[src/rtl/stopwatch_pkg.sv]
// Shared types and constants for the stopwatch controller: FSM state encoding,
// seven-segment patterns (active-low, gfedcba) and a BCD conversion helper.
package stopwatch_pkg;

    typedef enum logic [1:0] {
        ST_IDLE  = 2'd0,
        ST_RUN   = 2'd1,
        ST_PAUSE = 2'd2,
        ST_DONE  = 2'd3
    } sw_state_e;

    localparam int MAX_DIGITS = 8;

    localparam logic [6:0] SEG_0     = 7'b1000000;
    localparam logic [6:0] SEG_1     = 7'b1111001;
    localparam logic [6:0] SEG_2     = 7'b0100100;
    localparam logic [6:0] SEG_3     = 7'b0110000;
    localparam logic [6:0] SEG_4     = 7'b0011001;
    localparam logic [6:0] SEG_5     = 7'b0010010;
    localparam logic [6:0] SEG_6     = 7'b0000010;
    localparam logic [6:0] SEG_7     = 7'b1111000;
    localparam logic [6:0] SEG_8     = 7'b0000000;
    localparam logic [6:0] SEG_9     = 7'b0010000;
    localparam logic [6:0] SEG_BLANK = 7'b1111111;

    // Elaboration-time conversion of a binary constant into packed BCD digits.
    function automatic logic [4*MAX_DIGITS-1:0] int_to_bcd(input int value);
        logic [4*MAX_DIGITS-1:0] bcd;
        int                      v;
        bcd = '0;
        v   = value;
        for (int i = 0; i < MAX_DIGITS; i++) begin
            bcd[4*i +: 4] = 4'(v % 10);
            v = v / 10;
        end
        return bcd;
    endfunction

endpackage

[src/rtl/stopwatch_ctrl_seg7_decode.sv]
// Combinational BCD-to-seven-segment decoder with a blanking override.
// Non-decimal codes are shown blank.
module seg7_decode
    import stopwatch_pkg::*;
(
    input  logic [3:0] bcd,
    input  logic       blank,
    output logic [6:0] seg
);

    always_comb begin
        seg = SEG_BLANK;
        if (!blank) begin
            case (bcd)
                4'd0:    seg = SEG_0;
                4'd1:    seg = SEG_1;
                4'd2:    seg = SEG_2;
                4'd3:    seg = SEG_3;
                4'd4:    seg = SEG_4;
                4'd5:    seg = SEG_5;
                4'd6:    seg = SEG_6;
                4'd7:    seg = SEG_7;
                4'd8:    seg = SEG_8;
                4'd9:    seg = SEG_9;
                default: seg = SEG_BLANK;
            endcase
        end
    end

endmodule

[src/rtl/stopwatch_ctrl.sv]
// Stopwatch controller: prescaled BCD counter with start/pause/clear, optional
// target time with a timed DONE state, and registered seven-segment output.
module stopwatch_ctrl
    import stopwatch_pkg::*;
#(
    parameter int CLK_PER_TICK = 10,
    parameter int NUM_DIGITS   = 4,
    parameter int TARGET       = 5,
    parameter int DONE_TICKS   = 1,
    parameter int LZ_BLANK     = 0
) (
    input  logic                    clk,
    input  logic                    reset_n,
    input  logic                    i_start,
    input  logic                    i_pause,
    input  logic                    i_clear,
    output logic                    o_idle,
    output logic                    o_running,
    output logic                    o_paused,
    output logic                    o_done,
    output logic                    o_tick,
    output logic [4*NUM_DIGITS-1:0] o_bcd,
    output logic [7*NUM_DIGITS-1:0] o_seg
);

    localparam int BW = 4 * NUM_DIGITS;
    localparam int SW = 7 * NUM_DIGITS;
    localparam int PW = $clog2(CLK_PER_TICK);
    localparam int DW = (DONE_TICKS > 1) ? $clog2(DONE_TICKS) : 1;

    localparam logic [4*MAX_DIGITS-1:0] TARGET_BCD_FULL = int_to_bcd(TARGET);
    localparam logic [BW-1:0]           TARGET_BCD      = TARGET_BCD_FULL[BW-1:0];

    sw_state_e       state_reg, state_next;
    logic [PW-1:0]   presc_reg, presc_next;
    logic [BW-1:0]   count_reg, count_next;
    logic [DW-1:0]   done_cnt_reg, done_cnt_next;
    logic            tick_reg, tick_next;
    logic [SW-1:0]   seg_reg;

    logic [BW-1:0]         count_inc;
    logic [NUM_DIGITS-1:0] carry_in;
    logic [NUM_DIGITS:0]   upper_zero;
    logic [NUM_DIGITS-1:0] blank;
    logic [SW-1:0]         seg_dec;

    logic          wrap;
    logic [PW-1:0] presc_adv;
    logic          hit_target;

    assign carry_in[0]            = 1'b1;
    assign upper_zero[NUM_DIGITS] = 1'b1;

    // Per-digit BCD increment (ripple carry) and leading-zero detection.
    for (genvar gi = 0; gi < NUM_DIGITS; gi++) begin : g_digit
        logic [3:0] digit;
        assign digit = count_reg[4*gi +: 4];

        assign count_inc[4*gi +: 4] = carry_in[gi] ? ((digit == 4'd9) ? 4'd0 : digit + 4'd1)
                                                   : digit;
        if (gi < NUM_DIGITS - 1) begin : g_carry
            assign carry_in[gi+1] = carry_in[gi] & (digit == 4'd9);
        end

        assign upper_zero[gi] = (digit == 4'd0) & upper_zero[gi+1];
        assign blank[gi]      = (LZ_BLANK != 0) && (gi != 0) && upper_zero[gi];

        seg7_decode u_seg7_decode (
            .bcd   (digit),
            .blank (blank[gi]),
            .seg   (seg_dec[7*gi +: 7])
        );
    end

    assign wrap       = (presc_reg == PW'(CLK_PER_TICK - 1));
    assign presc_adv  = wrap ? '0 : presc_reg + PW'(1);
    assign hit_target = (TARGET != 0) && (count_inc == TARGET_BCD);

    always_ff @(posedge clk or negedge reset_n) begin
        if (!reset_n) begin
            state_reg    <= ST_IDLE;
            presc_reg    <= '0;
            count_reg    <= '0;
            done_cnt_reg <= '0;
            tick_reg     <= 1'b0;
            seg_reg      <= '1;
        end else begin
            state_reg    <= state_next;
            presc_reg    <= presc_next;
            count_reg    <= count_next;
            done_cnt_reg <= done_cnt_next;
            tick_reg     <= tick_next;
            seg_reg      <= seg_dec;
        end
    end

    always_comb begin
        state_next    = state_reg;
        presc_next    = presc_reg;
        count_next    = count_reg;
        done_cnt_next = done_cnt_reg;
        tick_next     = 1'b0;

        case (state_reg)
            ST_IDLE: begin
                if (i_clear) begin
                    count_next = '0;
                end else if (i_start) begin
                    state_next = ST_RUN;
                    count_next = '0;
                    presc_next = '0;
                end
            end

            ST_RUN: begin
                if (i_clear) begin
                    state_next = ST_IDLE;
                    count_next = '0;
                    presc_next = '0;
                end else if (i_start) begin
                    count_next = '0;
                    presc_next = '0;
                end else begin
                    presc_next = presc_adv;
                    if (wrap) begin
                        tick_next  = 1'b1;
                        count_next = count_inc;
                    end
                    // Reaching the target wins over a pause in the same cycle.
                    if (wrap && hit_target) begin
                        state_next    = ST_DONE;
                        done_cnt_next = '0;
                    end else if (i_pause) begin
                        state_next = ST_PAUSE;
                    end
                end
            end

            ST_PAUSE: begin
                if (i_clear) begin
                    state_next = ST_IDLE;
                    count_next = '0;
                    presc_next = '0;
                end else if (i_start) begin
                    state_next = ST_RUN;
                    count_next = '0;
                    presc_next = '0;
                end else if (i_pause) begin
                    state_next = ST_RUN;
                end
            end

            ST_DONE: begin
                if (i_clear) begin
                    state_next = ST_IDLE;
                    count_next = '0;
                    presc_next = '0;
                end else if (i_start) begin
                    state_next = ST_RUN;
                    count_next = '0;
                    presc_next = '0;
                end else begin
                    presc_next = presc_adv;
                    if (wrap) begin
                        tick_next = 1'b1;
                        if (done_cnt_reg == DW'(DONE_TICKS - 1)) begin
                            state_next = ST_IDLE;
                        end else begin
                            done_cnt_next = done_cnt_reg + DW'(1);
                        end
                    end
                end
            end

            default: begin
                state_next = ST_IDLE;
            end
        endcase
    end

    assign o_idle    = (state_reg == ST_IDLE);
    assign o_running = (state_reg == ST_RUN);
    assign o_paused  = (state_reg == ST_PAUSE);
    assign o_done    = (state_reg == ST_DONE);
    assign o_tick    = tick_reg;
    assign o_bcd     = count_reg;
    assign o_seg     = seg_reg;

endmodule

[config.mk]
export PLATFORM = sky130hd
export DESIGN_NAME = stopwatch_ctrl
export DESIGN_NICKNAME = d
export VERILOG_FILES = /design/src/rtl/stopwatch_pkg.sv /design/src/rtl/stopwatch_ctrl_seg7_decode.sv /design/src/rtl/stopwatch_ctrl.sv
export SDC_FILE = /design/constraint.sdc
export NUM_CORES = 1
export LEC_CHECK = 0
export ABC_CLOCK_PERIOD_IN_PS = 5650
export CORE_MARGIN = 3
export CORE_UTILIZATION = 40
export DETAILED_ROUTE_END_ITERATION = 8
export DONT_BUFFER_PORTS = 1
export PLACE_DENSITY_LB_ADDON = 0.08
export SLEW_MARGIN = 20
export SYNTH_ARGS = -nofsm -noshare
export SYNTH_HDL_FRONTEND = slang
export SYNTH_HIERARCHICAL = 1
export SYNTH_SLANG_ARGS = --single-unit
export TNS_END_PERCENT = 50
[constraint.sdc]
create_clock -name clk -period 5.65 [get_ports clk]
set_clock_uncertainty 0.1 [all_clocks]
set_input_delay 1.13 -clock clk [delete_from_list [all_inputs] [get_ports clk]]
set_output_delay 1.13 -clock clk [all_outputs]
set_load 0.005 [all_outputs]
======== After elaboration in Yosys (flattened, before gate mapping) ========
Memory sizes are Yosys's and may differ from the RTL's. A register that Yosys moved wholly into a read port is not among the register bits.
Cells that the tools add are included.
storage, ports and cells
  bits in registers ....................... 24
  ROM bits ................................ 448
  memories kept ........................... 4
  bits of input ports ..................... 5
  word-level logic and storage cells ...... 99
cells by class
  reductions and logical operators ........ 12
  multiplexer cells ....................... 46
  bitwise logic cells ..................... 2
  equal/unequal tests ..................... 24
  add/subtract/negate cells ............... 6
memories
  memory            depth  bits a word  read ports  clocked after memory_dff  write ports  RTL line                          RTL
  (name not given)  16     7            1           1                         0            stopwatch_ctrl_seg7_decode.sv:14  case (bcd)
  (name not given)  16     7            1           1                         0            stopwatch_ctrl_seg7_decode.sv:14
  (name not given)  16     7            1           1                         0            stopwatch_ctrl_seg7_decode.sv:14
  (name not given)  16     7            1           1                         0            stopwatch_ctrl_seg7_decode.sv:14
operators by type and width
  operator               number
  $mux W16               5
  $mux W4                13
  $pmux W16 S2           1
  $mux W2                13
  $add A4 B1 Y4 const B  5
  $eq A4 B4 Y1 const B   5
  $eq A16 B3 Y1 const B  1
  $reduce_and A7 Y1      2
  $ne A2 B2 Y1 const B   6
  $ne A4 B3 Y1 const B   3
  $pmux W4 S3            1
  $mux W1                11
  $ne A4 B4 Y1 const B   2
  $pmux W2 S4            1
  $eq A2 B2 Y1 const B   2
  $logic_not A1 Y1       4
  $ne A2 B1 Y1 const B   2
  $ne A3 B1 Y1 const B   1
  $ne A3 B3 Y1 const B   1
  $reduce_or A3 Y1       1
  $and A1 B1 Y1          2
  $eq A2 B1 Y1 const B   1
  $logic_not A2 Y1       1
  $pmux W1 S2            1
  5 further kinds        5

======== Depth between registers and ports, before layout ========
Gate-level depths: netlist of run 1.
  depth in word-level cells ............... 10
  mapped depth ............................ 8
  gate-level depth less buffers ........... 8

======== Cells and area by module ========
Netlist of run 1, hierarchy kept.
by module, submodules not included
  module                                       area an instance (um2)  cells each  instances
  stopwatch_ctrl                               2227.1                  207         1
  seg7_decode at g_digit[0].u_seg7_decode ...  236.5                   33          3
  seg7_decode at g_digit[1].u_seg7_decode      235.2                   33          1

======== Worst setup path after synthesis of run 1 ========
OpenSTA, ideal clock, no wires.
  path type ............................... input port to flip-flop
  from .................................... input i_start
  to ...................................... register count_reg[6] (netlist: o_bcd[6])
  stages on the path ...................... 5
  required time ........................... 5.440 ns
  arrival ................................. 2.253 ns
  buffers on the path ..................... 1
  setup time .............................. 0.110 ns
  slack ................................... 3.187 ns
  cells stage by stage .................... nor2_1 -> nand2_1 -> or3_1 -> clkbuf_1 -> o41ai_1
on the way
  longest elaborated chain between the ends .. 3
RTL lines
  item                  RTL line               RTL
  from (decl)           stopwatch_ctrl.sv:14   input logic i_start,
  $mux W16              stopwatch_ctrl.sv:120  end else if (i_start) begin
  $mux W16              stopwatch_ctrl.sv:116  if (i_clear) begin
  $pmux W16 S2          stopwatch_ctrl.sv:104  case (state_reg)
  to (signal assigned)  stopwatch_ctrl.sv:90   count_reg <= count_next;
  to (decl)             stopwatch_ctrl.sv:36   logic [BW-1:0] count_reg, count_next;
Parallel ways exist; a longest one is shown, timed or not.
A chain may end at the register's enable or synchronous reset.

======== Final worst setup path of run 1 ========
  from .................................... register count_reg[11] (netlist: o_bcd[11])
  to ...................................... register state_reg[0]
on the way
  longest elaborated chain between the ends .. 9
RTL lines
  item                                           RTL line                                    RTL
  $add A4 B1 Y4 or $eq A4 B4 Y1 (tied branches)  stopwatch_ctrl.sv:59, stopwatch_ctrl.sv:62
  $mux W4 or $and A1 B1 Y1 (tied branches)       stopwatch_ctrl.sv:59, stopwatch_ctrl.sv:62
  $mux W4                                        stopwatch_ctrl.sv:59                        assign count_inc[4*gi +: 4] = carry_in[gi] ? ((digit == 4'd9) ? 4'd0 : digit + 4'd1)
  $eq A16 B3 Y1 (*)                              stopwatch_ctrl.sv:77                        assign hit_target = (TARGET != 0) && (count_inc == TARGET_BCD);
  $logic_and A1 B1 Y1 (*)                        stopwatch_ctrl.sv:130                       if (wrap && hit_target) begin
  $mux W2                                        stopwatch_ctrl.sv:130
  $mux W2                                        stopwatch_ctrl.sv:120
  $mux W2                                        stopwatch_ctrl.sv:116
  $pmux W2 S4                                    stopwatch_ctrl.sv:104
  to (signal assigned)                           stopwatch_ctrl.sv:88                        state_reg <= state_next;
  to (decl)                                      stopwatch_ctrl.sv:34                        sw_state_e state_reg, state_next;
Mark *: on every way between the ends. The rest lies on a longest branch, timed or not. The select of a mux whose other input is x is not followed.

==> results.tsv, run 1 <==
metric	value	unit
status	complete, no violations	
synth_area	0.00317	mm²
die_x	95.0	µm
slew_headroom	0.561	
rsz0062_at_grt	no	
cp-end-kind	flop	
largest_reg_flops	28	
wl_met3	309	µm
leakage	1.38	nW
power_density	182	mW/mm²
highest_layer	met4	
path_clk_slew	90	ps
dpl.cell_count	452	
hold_viol_final	0	
r2r_slack	3110	ps
dr_wl_met2	3080	µm
instances_no_fill	460	
fmaxAchievable	394	MHz
worst_slew_pin_slew	655	ps
nFillCells	769	
period_needed	2540	ps
drc_errors	0	
crit_fanout	18	
synth_edf_count	0	
wire_per_inst	13.9	µm
drt_iter0_drc	71	
path_class	flop to flop	
cts_tree	built	
cts_made_buffers	5	
arrival	2690	ps
globalplace.congestion	0.771	
whs	409	ps
antennaDiodeCount	0	
cts_num_sinks	51	
portBuffers	0	
hold_buffers	0	
antenna_left	0	
grt_pass1_vias	2305	
synth_top_flop_cell	dfstp_2	
postCtsSetupRepairBufs	0	
place_hpwl	4470	µm
synthArstFlopShare	1.00	
dr_total_vias	2355	
synth_cells	339	
period_share	0.450	
die_y	95.0	µm
drv_slew	0	
tns	0	ps
routed_wl	6410	µm
ys_seq_area_frac	0.413	
overflow	0	
ir_worst_vdd	94.2	µV
hold_class	input pin to asynchronous set/reset pin	
clk_latency	300	ps
initial_core_util	0.424	
yosys_warnings	6	
htree_levels	2	
grt_usage	0.152	
required	5800	ps
synth_seq_cells	51	
cts_resized	0	
grt_max_degree	52	
worstSetupStartpointType	flop	
ys_types	54	
nets	387	
setup_viol	0	
grt_pass1_wl	10900	µm
core	0.00749	mm²
antenna_found_initial	0	
dieArea	0.00903	mm²
avgSynthCellArea	9.36	µm²
wl_met1	2950	µm
viasPerCell	5.12	
clock_path_buffers	2	
dr.pass1.iters	4	
drive_gt1_frac	0.136	
fp-row-count	31	
area_growth	6.79	%
io_pins	54	
drv_cap	0	
root_buffer	clkbuf_8	
-- final timing paths --
kind,start,to,cells past startpoint
worst min register to register,presc_reg[3]$_DFFE_PN0P_,presc_reg[3]$_DFFE_PN0P_,1
max in group asynchronous,reset_n,o_seg[3]$_DFF_PN1_,0
min in group clk,presc_reg[3]$_DFFE_PN0P_,presc_reg[3]$_DFFE_PN0P_,1
worst max-delay path,o_bcd[11]$_DFFE_PN0P_,state_reg[0]$_DFFE_PN0P_,6
worst max register to register,o_bcd[11]$_DFFE_PN0P_,state_reg[0]$_DFFE_PN0P_,6
worst min-delay path,reset_n,o_bcd[9]$_DFFE_PN0P_,0
-- report_power, final --
part	internal (W)	switching [W]
combinational	0.00000820	0.0000138
sequential	0.000382	0.00000674
clock	0.0000873	0.000119
total	0.000478	0.000139
-- area by class of cell --
class                           instances  area (µm²)  share of cell area
Sequential cell                        51        1310               0.387
Tap cell                               99         124              0.0366
Clock inverter                          1        5.00             0.00148
Multi-Input combinational cell        282        1800               0.530
Inverter                               20        75.1              0.0222
Clock buffer                            7        76.3              0.0225
-- worst max-delay path, cell delays in order (launching register included) --
cell	delay, ps
dfrtp_1	700
nor4bb_1	570
and4_1	280
mux2i_1	210
o2111ai_1	230
mux2_2	330
nor2_1	70
-- per-stage QoR --
stage	cell area, µm²	power [W]	setup slack [ps]	util
3_3_place_gp	3310	0.000417	3000	0.442
6_report	3390	0.000617	3110	0.452
2_1_floorplan	3270	0.000412	3190	-
5_1_grt	3390	0.000651	2910	0.452
3_5_place_dp	3310	0.000418	2990	0.442
4_1_cts	3390	0.000631	3100	0.452
-- cell usage in the layout (no fill, tap or decap), types with 7 or more instances in the layout --
cell type   n
a21oi_1    30
o22ai_1     7
dfstp_2    28
conb_1     28
ha_1       22
nand2_1    18
dfrtp_1    23
nor2_1     28
inv_1      20
nor2b_1    10
nand2b_1   11
o21ai_0    35
-- Yosys cell counts (all sizes together) (7+ instances only) --
cell	n	area (µm²)
nand2b	15	124
a21oi	30	150
nand2	18	67.6
nor2b	10	62.6
inv	20	75.1
o22ai	7	43.8
dfstp	28	736
buf	7	68.8
nor2	28	105
dfrtp	23	576
o21ai	38	190
ha	22	275
nor3	10	70.1
-- logic make-up after synthesis --
group	after synthesis	share of synthesized area
mux	3	0.00986
simple gates	122	0.235
xor+xnor	9	0.0249
other cells	1	0.00118
flops	51	0.413
compound gates	98	0.177
buf+inv	33	0.0525
fa+ha+maj	22	0.0868
-- metal layers --
layer  up-vias  GRT usage
met2        52      0.246
met3         8     0.0355
li1       1200          -
met4         0     0.0529
met5         -          0
met1      1095      0.200
No activity file was read; power rests on OpenSTA's default activity.
==> inputs of run 2 (changes only) <==
--- a/config.mk
+++ b/config.mk
@@ -5,7 +5,7 @@
 export SDC_FILE = /design/constraint.sdc
 export NUM_CORES = 1
 export LEC_CHECK = 0
-export ABC_CLOCK_PERIOD_IN_PS = 5650
+export ABC_CLOCK_PERIOD_IN_PS = 2300
 export CORE_MARGIN = 3
 export CORE_UTILIZATION = 40
 export DETAILED_ROUTE_END_ITERATION = 8
==> constraint.sdc (replaced) <==
create_clock -name clk -period 2.3 [get_ports clk]
set_clock_uncertainty 0.1 [all_clocks]
set_input_delay 0.46 -clock clk [delete_from_list [all_inputs] [get_ports clk]]
set_output_delay 0.46 -clock clk [all_outputs]
set_load 0.005 [all_outputs]
==> run 2 against run 1 <==
  * Fmax up 23%
  * Critical path depth is the same
  * Utilization increased by 3.3 points
  * Hold slack worse by 310 ps
  * Final cell count increased by 5.4%
  * Clock power increased to 2.8 times the previous value
  * Via count increased by 2.7%
==> results.tsv, run 2 (synthesis gave the netlist of run 1 again) <==
metric	value	unit	change
status	complete, no violations		unchanged
antenna_found_initial	0		unchanged
instances_no_fill	485		was 460
rsz0062_at_grt	no		unchanged
use_met3	0.0371		was 0.0355
arrival	2220	ps	was 2690 ps
fmaxAchievable	483	MHz	was 394 MHz
clk_latency	310	ps	was 300 ps
worstSetupStartpointType	flop		unchanged
initial_core_util	0.424		unchanged
cts_made_buffers	5		unchanged
r2r_end	state_reg[0]$_DFFE_PN0P_		unchanged
holdCritStartpoint	i_clear		
power_density	446	mW/mm²	was 182 mW/mm²
met2_usage	0.258		was 0.246
cts_num_sinks	51		unchanged
grt_pass1_vias	2417		was 2305
htree_levels	2		unchanged
final_cell_mix	o21ai_0 (35), a21oi_1 (30), nor2_1 (28), conb_1 (28), dfstp_2 (28)		unchanged
period_needed	2070	ps	was 2540 ps
cp-end-kind	flop		unchanged
dr.pass1.iters	4		unchanged
leakage	1.53	nW	was 1.38 nW
antennaDiodeCount	0		unchanged
portBuffers	0		unchanged
clock_path_buffers	2		unchanged
ir_worst_vdd	242	µV	was 94.2 µV
grt_usage	0.157		was 0.152
period_share	0.901		was 0.450
largest_reg_flops	28		unchanged
critical_path.max_stage_delay	450	ps	was 700 ps
nets	412		was 387
io_pins	54		unchanged
tns	0	ps	unchanged
wire_per_inst	13.6	µm	was 13.9 µm
nFillCells	723		was 769
place_hpwl	4770	µm	was 4470 µm
grt_max_degree	52		unchanged
routed_wl	6620	µm	was 6410 µm
core	0.00749	mm²	unchanged
r2r_slack	230	ps	was 3110 ps
regArea	0.00131	mm²	about the same
antenna_left	0		unchanged
die_x	95.0	µm	unchanged
busiest_layer	met2		unchanged
drt_iter0_drc	78		was 71
required	2450	ps	was 5800 ps
whs_endpoint	state_reg[0]$_DFFE_PN0P_		
die_y	95.0	µm	unchanged
cts_tree	built		unchanged
area_growth	14.6	%	was 6.79%
overflow	0		unchanged
root_buffer	clkbuf_8		unchanged
multi_input_area	0.00181	mm²	was 0.00180 mm²
crit_fanout	11		was 18
drive_gt1_frac	0.202		was 0.136
r2r_cells	6		unchanged
setup_viol	0		unchanged
met1_usage	0.205		was 0.200
globalplace.congestion	0.819		was 0.771
hold_depth	1		
path_class	flop to flop		unchanged
dieArea	0.00903	mm²	unchanged
slowest_stage	dfrtp_1		unchanged
viasPerCell	4.99		was 5.12
drc_errors	0		unchanged
hold_viol_final	0		unchanged
grt_pass1_wl	11300	µm	was 10900 µm
fp-row-count	31		unchanged
drv_slew	0		unchanged
critPathBufInv	0		unchanged
r2r_start	o_bcd[2]$_DFFE_PN0P_		was o_bcd[11]$_DFFE_PN0P_
dpl.cell_count	475		was 452
final_common_cell	o21ai_0		unchanged
crit_chain	and4bb_4 > a31oi_1 > o311ai_1 > o2111ai_2 > mux2_2 > nor2_1		was nor4bb_1 > and4_1 > mux2i_1 > o2111ai_1 > mux2_2 > nor2_1
dr_total_vias	2418		was 2355
hold_class	input pin to flop		was input pin to asynchronous set/reset pin
path_clk_slew	100	ps	was 90 ps
drv_cap	0		unchanged
critPathTopFamily	compound AO/OA/AOI/OAI gates		was simple AND/OR/NAND/NOR gates
## run 2: worst register-to-register path: stages, from the launching register on
cell and delay, ps:
dfrtp_1 450, and4bb_4 440, a31oi_1 110, o311ai_1 310
o2111ai_2 220, mux2_2 310, nor2_1 80
## run 2: cell type report
class,count,area share
Timing Repair Buffer,25,0.0579
Inverter,20,0.0207
Sequential cell,51,0.361
Clock inverter,1,0.00207
Tap cell,99,0.0341
Multi-Input combinational cell,282,0.498
Clock buffer,7,0.0265
## run 2: power breakdown
part / switching (W) / leakage, nW / total [W] / internal [W]
logic: 0.0000528 / 0.867 / 0.0000837 / 0.0000309
clock network: 0.000306 / 0.0505 / 0.000581 / 0.000274
registers: 0.0000167 / 0.612 / 0.000956 / 0.000939
total: 0.000376 / 1.53 / 0.00162 / 0.00124
## run 2: worst max-delay path by stage
stage                     startpoint                       end  slack [ps]  cells past startpoint
2_1_floorplan   o_bcd[2]$_DFFE_PN0P_  state_reg[0]$_DFFE_PN0P_         250                      7
3_3_place_gp   o_bcd[10]$_DFFE_PN0P_  state_reg[0]$_DFFE_PN0P_         270                      7
3_5_place_dp    o_bcd[2]$_DFFE_PN0P_  state_reg[0]$_DFFE_PN0P_         210                      6
4_1_cts         o_bcd[2]$_DFFE_PN0P_  state_reg[0]$_DFFE_PN0P_         190                      6
5_1_grt         o_bcd[2]$_DFFE_PN0P_  state_reg[0]$_DFFE_PN0P_          10                      6
6_report        o_bcd[2]$_DFFE_PN0P_  state_reg[0]$_DFFE_PN0P_         230                      6
## run 2: layer usage
| metal | wire length [µm] | vias to the layer above |
|---|---|---|
| met5 | 0 | - |
| met4 | 60 | 0 |
| met3 | 349 | 6 |
| met2 | 3040 | 50 |
| met1 | 3170 | 1111 |
| li1 | - | 1251 |
## run 2: repair_timing
| action | 4_1_cts | 5_1_grt |
|---|---|---|
| hold buffers | 2 | 0 |
| endpoints found under the setup margin | 0 | 1 |
| hold endpoints to repair | 51 | 0 |
| buffers inserted | 0 | 0 |
| resized for setup | 0 | 3 |
## run 2: through the flow
stage / hold slack, ps / worst slack, ps / total power [W] / util / cell area [µm²]
2_1_floorplan: 64.4 / 246 / 0.00101 / - / 3270
3_3_place_gp: 66.7 / 273 / 0.00103 / 0.465 / 3480
3_5_place_dp: 66.3 / 215 / 0.00103 / 0.465 / 3480
4_1_cts: 94.5 / 190 / 0.00165 / 0.484 / 3620
5_1_grt: 93.2 / 14.2 / 0.00170 / 0.485 / 3630
6_report: 100 / 228 / 0.00162 / 0.485 / 3630
==> inputs of run 3 (changes only) <==
--- a/config.mk
+++ b/config.mk
@@ -10,6 +10,7 @@
 export CORE_UTILIZATION = 40
 export DETAILED_ROUTE_END_ITERATION = 8
 export DONT_BUFFER_PORTS = 1
+export MAX_ROUTING_LAYER = met4
 export PLACE_DENSITY_LB_ADDON = 0.08
 export SLEW_MARGIN = 20
 export SYNTH_ARGS = -nofsm -noshare
==> run 3 against run 2 <==
  * Flip-flop and latch count stayed put
  * Wire length down 0.17%
  * Sequential share of layout area unchanged
  * Hold slack about the same
  * Final cell count unchanged
  * Non-clock buffer count unchanged
  * Power about the same
  * Utilization is the same
  * Register-to-register slack hardly changed
  * Fmax fell by 0.12%
  * Critical path type unchanged
  * Critical endpoint unchanged
  * Largest power group unchanged
  * Highest routed layer unchanged
==> results.tsv, run 3 (synthesis gave the netlist of run 1 again) <==
metric	value	unit	change
status	complete, no violations		unchanged
whs	99.8	ps	was 100 ps
slowest_stage	dfrtp_1		unchanged
power_density	446	mW/mm²	about the same
root_buffer	clkbuf_8		unchanged
critical_path.max_stage_delay	450	ps	about the same
final_cell_mix	o21ai_0 (35), a21oi_1 (30), nor2_1 (28), conb_1 (28), dfstp_2 (28)		unchanged
nFillCells	723		unchanged
nets	412		unchanged
holdCritStartpoint	i_clear		unchanged
fmaxAchievable	482	MHz	was 483 MHz
globalplace.congestion	0.831		was 0.819
critPathBufInv	0		unchanged
final_common_cell	o21ai_0		unchanged
dr_total_vias	2423		was 2418
wire_per_inst	13.6	µm	about the same
drv_cap	0		unchanged
grt_pass1_vias	2415		was 2417
place_hpwl	4770	µm	unchanged
path_clk_slew	100	ps	about the same
cts_num_sinks	51		unchanged
crit_fanout	11		unchanged
required	2450	ps	about the same
clk_latency	310	ps	about the same
r2r_slack	230	ps	about the same
routed_wl	6610	µm	was 6620 µm
cts_made_buffers	5		unchanged
cp-end-kind	flop		unchanged
io_pins	54		unchanged
hold_viol_final	0		unchanged
crit_chain	and4bb_4 > a31oi_1 > o311ai_1 > o2111ai_2 > mux2_2 > nor2_1		unchanged
leakage	1.53	nW	unchanged
drive_gt1_frac	0.202		unchanged
period_share	0.902		was 0.901
setup_viol	0		unchanged
htree_levels	2		unchanged
worstSetupStartpointType	flop		unchanged
antenna_found_initial	0		unchanged
whs_endpoint	state_reg[0]$_DFFE_PN0P_		unchanged
hold_depth	1		unchanged
r2r_cells	6		unchanged
overflow	0		unchanged
ir_worst_vdd	241	µV	was 242 µV
r2r_end	state_reg[0]$_DFFE_PN0P_		unchanged
tns	0	ps	unchanged
grt_pass1_wl	11300	µm	about the same
multi_input_area	0.00181	mm²	unchanged
postCtsSetupRepairBufs	0		unchanged
path_class	flop to flop		unchanged
period_needed	2070	ps	about the same
critPathTopFamily	compound AO/OA/AOI/OAI gates		unchanged
portBuffers	0		unchanged
core	0.00749	mm²	unchanged
die_y	95.0	µm	unchanged
largest_reg_flops	28		unchanged
rsz0062_at_grt	no		unchanged
dr.pass1.iters	4		unchanged
clock_path_buffers	2		unchanged
antenna_left	0		unchanged
arrival	2220	ps	about the same
grt_usage	0.161		was 0.157
hold_class	input pin to flop		unchanged
drt_iter0_drc	97		was 78
initial_core_util	0.424		unchanged
r2r_start	o_bcd[2]$_DFFE_PN0P_		unchanged
drc_errors	0		unchanged
area_growth	14.6	%	unchanged
drv_slew	0		unchanged
fp-row-count	31		unchanged
dieArea	0.00903	mm²	unchanged
cts_tree	built		unchanged
die_x	95.0	µm	unchanged
grt_max_degree	52		unchanged
antennaDiodeCount	0		unchanged
regArea	0.00131	mm²	unchanged
viasPerCell	5.00		was 4.99
-- run 3: stage by stage --
step            util  setup slack [ps]  area, µm²  power [W]  cells
4_1_cts        0.484               190       3620    0.00165    485
2_1_floorplan      -               246       3270    0.00101    366
6_report       0.485               225       3630    0.00162    485
3_5_place_dp   0.465               215       3480    0.00103    475
5_1_grt        0.485              10.1       3630    0.00170    485
3_3_place_gp   0.465               273       3480    0.00103    475
-- run 3: worst reg2reg max path, stage by stage, from the launching register on --
cell and delay [ps]:
dfrtp_1 450, and4bb_4 440, a31oi_1 110, o311ai_1 310, o2111ai_2 220, mux2_2 310, nor2_1 80
-- run 3: area by class of cell --
| cell class | instances | area share |
|---|---|---|
| Multi-Input combinational cell | 282 | 0.498 |
| Clock buffer | 7 | 0.0265 |
| Inverter | 20 | 0.0207 |
| Sequential cell | 51 | 0.361 |
| Clock inverter | 1 | 0.00207 |
| Timing Repair Buffer | 25 | 0.0579 |
| Tap cell | 99 | 0.0341 |
-- run 3: what timing repair did --
item / in CTS / in global routing
setup endpoints to repair: 0 / 1
gates resized for setup: 0 / 3
endpoints found under the hold margin: 51 / 0
hold buffers: 2 / 0
-- run 3: worst max-delay path by stage --
stage | startpoint | to | slack, ps | cells past startpoint
5_1_grt | o_bcd[2]$_DFFE_PN0P_ | state_reg[0]$_DFFE_PN0P_ | 10 | 6
6_report | o_bcd[2]$_DFFE_PN0P_ | state_reg[0]$_DFFE_PN0P_ | 230 | 6
4_1_cts | o_bcd[2]$_DFFE_PN0P_ | state_reg[0]$_DFFE_PN0P_ | 190 | 6
3_3_place_gp | o_bcd[10]$_DFFE_PN0P_ | state_reg[0]$_DFFE_PN0P_ | 270 | 7
2_1_floorplan | o_bcd[2]$_DFFE_PN0P_ | state_reg[0]$_DFFE_PN0P_ | 250 | 7
3_5_place_dp | o_bcd[2]$_DFFE_PN0P_ | state_reg[0]$_DFFE_PN0P_ | 210 | 6
-- run 3: layer usage --
layer | GRT usage | part of all wire | vias up
li1 | - | - | 1249
met1 | 0.207 | 0.48 | 1121
met2 | 0.257 | 0.46 | 47
met3 | 0.0355 | 0.044 | 6
met4 | 0.0469 | 0.0092 | 0
met5 | - | 0 | -
-- run 3: where the power goes --
| group | switching (W) | internal, W |
|---|---|---|
| registers | 0.0000167 | 0.000939 |
| logic | 0.0000528 | 0.0000309 |
| clock network | 0.000306 | 0.000274 |
